$ cat src/rtl/seq_det_pkg.sv
// Shared constants for the serial pattern detector: FSM encoding and parameter defaults.
package seq_det_pkg;

  localparam int unsigned MAXLEN_DEF = 8;
  localparam int unsigned CNTW_DEF   = 8;

  localparam logic [1:0] ST_IDLE = 2'd0;
  localparam logic [1:0] ST_LOAD = 2'd1;
  localparam logic [1:0] ST_RUN  = 2'd2;
  localparam logic [1:0] ST_DONE = 2'd3;

endpackage

$ cat src/rtl/pattern_match.sv
// History shift register, saturating bits-seen counter and masked pattern compare.
// hit is valid only in the cycle right after a shift, so each received bit yields at most one hit.
import seq_det_pkg::*;

module pattern_match #(
  parameter int unsigned MAXLEN = MAXLEN_DEF
) (
  input  logic              clk,
  input  logic              rst,
  input  logic              clr,
  input  logic              shift,
  input  logic              bit_in,
  input  logic [MAXLEN-1:0] pattern,
  input  logic [3:0]        len,
  output logic              hit
);

  localparam int unsigned SeenW = $clog2(MAXLEN + 1);

  logic [MAXLEN-1:0] history_q;
  logic [SeenW-1:0]  seen_q;
  logic              fresh_q;
  logic              eq;

  // Shift new bits into the LSB; count bits seen up to MAXLEN.
  always_ff @(posedge clk or negedge rst) begin
    if (!rst) begin
      history_q <= '0;
      seen_q    <= '0;
      fresh_q   <= 1'b0;
    end else if (clr) begin
      history_q <= '0;
      seen_q    <= '0;
      fresh_q   <= 1'b0;
    end else begin
      fresh_q <= shift;
      if (shift) begin
        history_q <= {history_q[MAXLEN-2:0], bit_in};
        if (seen_q != SeenW'(MAXLEN)) begin
          seen_q <= seen_q + SeenW'(1);
        end
      end
    end
  end

  // Compare only the low len bits; pattern[len-1] lines up with the oldest bit.
  always_comb begin
    eq = 1'b1;
    for (int i = 0; i < int'(MAXLEN); i++) begin
      if (i < int'(len) && history_q[i] != pattern[i]) begin
        eq = 1'b0;
      end
    end
  end

  assign hit = fresh_q & eq & (32'(seen_q) >= 32'(len));

endmodule

$ cat src/rtl/seq_detect_ctrl.sv
// Run controller for the serial pattern detector: config latch, FSM, match counter.
// A hit seen in RUN is registered into a one-cycle match pulse; reaching the target
// moves to DONE on the same edge, so done rises together with the final match.
import seq_det_pkg::*;

module seq_detect_ctrl #(
  parameter int unsigned MAXLEN = MAXLEN_DEF,
  parameter int unsigned CNTW   = CNTW_DEF
) (
  input  logic              clk,
  input  logic              rst,
  input  logic              cfg_we,
  input  logic [MAXLEN-1:0] cfg_pattern,
  input  logic [3:0]        cfg_len,
  input  logic [CNTW-1:0]   cfg_target,
  input  logic              start,
  input  logic              stop,
  input  logic              bit_valid,
  input  logic              bit_in,
  output logic              busy,
  output logic              match,
  output logic [CNTW-1:0]   match_cnt,
  output logic              done,
  output logic              err
);

  logic [1:0]        state_q, state_d;
  logic [MAXLEN-1:0] pattern_q;
  logic [3:0]        len_q;
  logic [CNTW-1:0]   target_q;
  logic [CNTW-1:0]   cnt_q, cnt_d;
  logic              match_q, match_d;
  logic              err_q, err_d;
  logic              len_ok;
  logic              hit;
  logic              idle_like;

  assign idle_like = (state_q == ST_IDLE) || (state_q == ST_DONE);
  assign len_ok    = (len_q != 4'd0) && (int'(len_q) <= int'(MAXLEN));

  pattern_match #(
    .MAXLEN (MAXLEN)
  ) u_match (
    .clk     (clk),
    .rst     (rst),
    .clr     (state_q == ST_LOAD),
    .shift   ((state_q == ST_RUN) && bit_valid),
    .bit_in  (bit_in),
    .pattern (pattern_q),
    .len     (len_q),
    .hit     (hit)
  );

  // Next-state, counter and pulse logic; stop outranks everything while busy.
  always_comb begin
    state_d = state_q;
    cnt_d   = cnt_q;
    match_d = 1'b0;
    err_d   = 1'b0;
    case (state_q)
      ST_IDLE, ST_DONE: begin
        if (start) begin
          if (len_ok) begin
            state_d = ST_LOAD;
            cnt_d   = '0;
          end else begin
            err_d = 1'b1;
          end
        end
      end
      ST_LOAD: begin
        state_d = stop ? ST_IDLE : ST_RUN;
      end
      ST_RUN: begin
        if (stop) begin
          state_d = ST_IDLE;
        end else if (hit) begin
          match_d = 1'b1;
          cnt_d   = (cnt_q == '1) ? cnt_q : cnt_q + CNTW'(1);
          if (target_q != '0 && cnt_d == target_q) begin
            state_d = ST_DONE;
          end
        end
      end
      default: state_d = ST_IDLE;
    endcase
  end

  // State, counter and output pulse registers.
  always_ff @(posedge clk or negedge rst) begin
    if (!rst) begin
      state_q <= ST_IDLE;
      cnt_q   <= '0;
      match_q <= 1'b0;
      err_q   <= 1'b0;
    end else begin
      state_q <= state_d;
      cnt_q   <= cnt_d;
      match_q <= match_d;
      err_q   <= err_d;
    end
  end

  // Config is writable only while no run is in progress.
  always_ff @(posedge clk or negedge rst) begin
    if (!rst) begin
      pattern_q <= '0;
      len_q     <= '0;
      target_q  <= '0;
    end else if (cfg_we && idle_like) begin
      pattern_q <= cfg_pattern;
      len_q     <= cfg_len;
      target_q  <= cfg_target;
    end
  end

  assign busy      = (state_q == ST_LOAD) || (state_q == ST_RUN);
  assign done      = (state_q == ST_DONE);
  assign match     = match_q;
  assign match_cnt = cnt_q;
  assign err       = err_q;

endmodule

$ cat config.mk
export PLATFORM = sky130hd
export DESIGN_NAME = seq_detect_ctrl
export DESIGN_NICKNAME = d
export VERILOG_FILES = /design/src/rtl/seq_det_pkg.sv /design/src/rtl/pattern_match.sv /design/src/rtl/seq_detect_ctrl.sv
export SDC_FILE = /design/constraint.sdc
export NUM_CORES = 1
export LEC_CHECK = 0
export CAP_MARGIN = 0
export CORE_MARGIN = 4
export CORE_UTILIZATION = 55
export CTS_CLUSTER_DIAMETER = 60
export CTS_CLUSTER_SIZE = 40
export DETAILED_ROUTE_END_ITERATION = 8
export HOLD_SLACK_MARGIN = 0.02
export PLACE_DENSITY = 0.91
export SYNTH_ARGS = -nofsm -noshare
export SYNTH_HDL_FRONTEND = slang
export SYNTH_SLANG_ARGS = --single-unit
$ cat constraint.sdc
create_clock -name clk -period 3.7 [get_ports clk]
set_input_delay 0.74 -clock clk [delete_from_list [all_inputs] [get_ports clk]]
set_output_delay 0.74 -clock clk [all_outputs]
set_load 0.02 [all_outputs]
==> summary.md <==
In this run the count of I/O pins placed on the die edge is 39. In the finished design, the share of the clock period the worst path needs comes to 74.90%. The maximum level of the CTS H-tree was 2; the sequential cell area was 1126 µm². The number of hold buffers added after CTS was 0. The detailed-route vias per instance is 6.381, and the net count of the finished layout is 323. Clock-pin slew was measured on the worst setup and hold paths at 0.09 ns. The tools report the core box area as 4444 µm². The worst-case hold slack was 0.5282 ns; the worst-case clock skew was 0.01147 ns. Across the run, the number of max-cap violations was 0. The number of setup buffers added after CTS is 0. In this run the core area contains 24 standard-cell rows. The synthesized design contains 0 enable-type register cells. The global router's overall resource usage was 20.52%; the growth of design area from synthesis to finish was 18.55%.

Once detail routing completed, the nets flagged for antenna violations numbered 0. Initial DRC count: 203. The worst setup path is of the register to register kind.

Commonest register cell after synthesis: dfrtp_1. Wires add up to 5844 µm. Of the cells placed in the final design, the portion with a size suffix greater than 1 is 14.63%. Summing the sequential cell areas from Yosys gives 43.48% of the chip area. The worst-case IR drop observed on VDD is 0.3961 mV. For this run, the top clock speed supported by timing is 360.8 MHz. In the synthesized netlist, the number of instances is 250.

Synthesis produced a netlist with a net count of 287. For the headroom to the max-slew limit, the log shows 35.30%. The vertical die dimension is 76.62 µm, and the number of diodes added for antenna fixing is 0.

The startpoint type of the worst setup path is a register. The capturing element type of the critical path is a register. The final route contains 2163 vias. After synthesis the cells add up to 2590 µm². For the worst setup path, the data required time is 3.88 ns. The maximum fanout along the worst path works out to 11. Broken down by cell family, the worst path's largest delay share belongs to compound AO/OA/AOI/OAI gates. The count of buffers added on input and output ports is 38. Each instance of the synthesized netlist takes up on average 10.36 µm².

The tools report the arrival time reported for the critical path endpoint as 2.95 ns. The run finished with clean final reports. Post-CTS repair changed the size of 0 cells. In this design, the stage delay of the slowest critical-path cell is 0.63 ns. The longest clock path from root to sink contains 2 buffers. Setup repair after global routing left no endpoint under its margin. The width of the die was 76.62 µm; the final weighted congestion in routability-driven placement was 0.9340.

The setup total negative slack was 0 ns; the final routed DRC violation total was 0. Number of global-route vias before repair: 2039. Summed over all cells, the static leakage comes to 1.296 nW. The tree is rooted in a clkbuf_8.

TritonCTS built the clock tree. Post-layout instance count excluding filler cells: 339. In the final layout, the multi-input gates occupy 1349 µm².

The total overflow reported by the global router was 0; the average detailed-routed wire length per instance was 17.24 µm. Number of pins exceeding their max-slew limit in the final report: 0. Including well taps, the total number of placed cells is 331. The signal on the critical path passes through or3b_1, a2111oi_2, o21ai_1, a211oi_2, nand2_2, a221oi_1, o22ai_1. The floorplan step defined a die boundary enclosing 5871 µm². The actual transition at the worst max-transition pin works out to 0.9704 ns. Sum of buffers and inverters on the critical path: 0. Count of final hold-check violations: 0.

The routed design could run at a clock period as short as 2.771 ns. For the worst-skew pair, the clock arrives at the later sink with an insertion delay of 0.31 ns. The first global-routing pass estimated 9722 µm of wire. After filler insertion, the fill cell instance count of the layout stands at 345. For the number of sinks driven by the clock tree, the log shows 45. After synthesis, the share of flip-flops with an asynchronous set or reset is 100.0%.

Slowest stage cell on the critical path: a211oi_2. Before antenna repair, the detailed router went through 4 iterations. Synthesis inferred 45 register bits.

The HPWL reported at the end of detailed placement is 4252 µm. Dividing total power by cell area gives a power density of 665.8 nW/µm². The number of warnings issued by yosys came out at 0. The worst hold path class is register to register.

Buffers inserted during clock tree synthesis total 5. The maximum number of pins on one net before global-route repair was 46; the initial core utilization was 58.28%. The count of final setup violators was 0; the initial antenna violation count was 0.

The number of different library cells used by synthesis comes to 57.
==> synth_stat cells, types with 3 or more instances <==
cell      count  share of area, %
nor2_1       15               2.2
o22ai_1       3              0.72
o21ai_0       5              0.97
mux2_2       20               8.7
dfrtp_1      45                43
xnor2_1       7               2.4
a21oi_1      15               2.9
nand3_1      11               2.1
a22o_1        8               2.7
o31ai_1       5               1.4
xor2_1        9               3.0
nand2_1      16               2.3
ha_1         10               4.8
inv_1        11               1.6
nor4_1        3              0.72
clkbuf_1      5              0.72
a31oi_1       6               1.4
buf_6         3               1.3
nor3_1        4              0.77
==> layout make-up <==
class,count,area share [%]
clock buffers,5,2.241
clock inverters,3,0.9372
inverters,13,1.630
multi-input cells,182,43.93
flip-flops and latches,45,36.67
well taps,52,2.119
repair buffers,39,12.47
==> final timing paths <==
check	slack [ns]	cells past startpoint	start	end
max	0.93	7	len_q[3]	match_cnt[7]
min	0.53	1	u_match.seen_q[0]	u_match.seen_q[0]
max reg2reg	0.93	7	len_q[3]	match_cnt[7]
min reg2reg	0.53	1	u_match.seen_q[0]	u_match.seen_q[0]
max in group asynchronous	2.51	1	rst	match_cnt[4]
min in group asynchronous	0.58	1	rst	pattern_q[1]
==> cell usage in the layout, fill, tap and decap left out, types with 2 or more instances in the layout <==
cell             Yosys  layout
and3_1               2       2
a21oi_2              2       2
o2bb2ai_1            2       2
ha_1                10      10
a22o_1               8       8
o22ai_1              3       3
o31ai_1              5       5
inv_6                0       2
nor4_1               3       3
nor3_1               4       4
clkbuf_8             0       5
inv_1               11      11
a21boi_0             2       2
a21oi_1             15      15
xor2_1               9       9
a31oi_1              6       6
or3_1                2       2
o41ai_1              2       2
and2_1               2       2
o21ai_0              5       5
nand3_1             11      11
a2111oi_2            2       2
nor2_1              15      15
nand2_1             16      16
clkdlybuf4s50_1      0      37
nand2_2              2       2
o21ai_1              2       2
dfrtp_1             45      45
mux2_2              20      20
and4_1               2       2
xnor2_1              7       7
==> worst reg2reg max path: cells and delay by family (launching register included) <==
| kind | cells | cell delay (ns) |
|---|---|---|
| flip-flops | 1 | 0.44 |
| AND/OR/NAND/NOR | 2 | 0.66 |
| AO/OA/AOI/OAI | 5 | 1.56 |
==> state kept, by name (all words and copies together), names as in the netlist <==
register	cells
err	1
len_q	4
match	1
match_cnt	8
pattern_q	8
state_q	2
target_q	8
u_match.fresh_q	1
u_match.history_q	8
u_match.seen_q	4
==> per-stage QoR <==
step | util [%] | instance area (µm²) | power [mW] | setup WS [ns]
after floorplan | - | 2590 | 1.466 | 1.435
after global placement | 66.89 | 2973 | 1.660 | 1.131
after detailed placement | 66.89 | 2973 | 1.708 | 1.008
after CTS | 69.09 | 3070 | 2.043 | 0.9561
after global routing | 69.09 | 3070 | 2.182 | 0.7041
final | 69.09 | 3070 | 2.044 | 0.9287
==> cell families (layout without fill, tap and decap cells) <==
| group | after synthesis | after routing | synth area share [%] |
|---|---|---|---|
| multiplexers | 20 | 20 | 8.696 |
| adder cells (fa/ha/maj) | 10 | 10 | 4.831 |
| buffers and inverters | 23 | 60 | 4.444 |
| AND/OR/NAND/NOR | 66 | 66 | 13.00 |
| XOR/XNOR | 17 | 17 | 6.039 |
| AO/OA/AOI/OAI | 69 | 69 | 19.52 |
| flip-flops | 45 | 45 | 43.48 |
==> power by group <==
| part | leakage (nW) | total [mW] | switching, mW | internal (mW) |
|---|---|---|---|---|
| Combinational | 0.666 | 0.926 | 0.499 | 0.428 |
| Clock | 0.0511 | 0.332 | 0.189 | 0.143 |
| Sequential | 0.579 | 0.786 | 0.153 | 0.633 |
==> layer usage <==
metal  wire length, µm  vias up  GRT usage (%)  share of wire (%)
met3               400       12          3.073                6.8
met5                 0        -              0                  0
met2              2816       95          34.09                 48
met4               140        0          9.964                2.4
met1              2487     1059          26.12                 43
li1                  -      997              -                  -
Note: power is estimated with default switching activity, not from simulation.
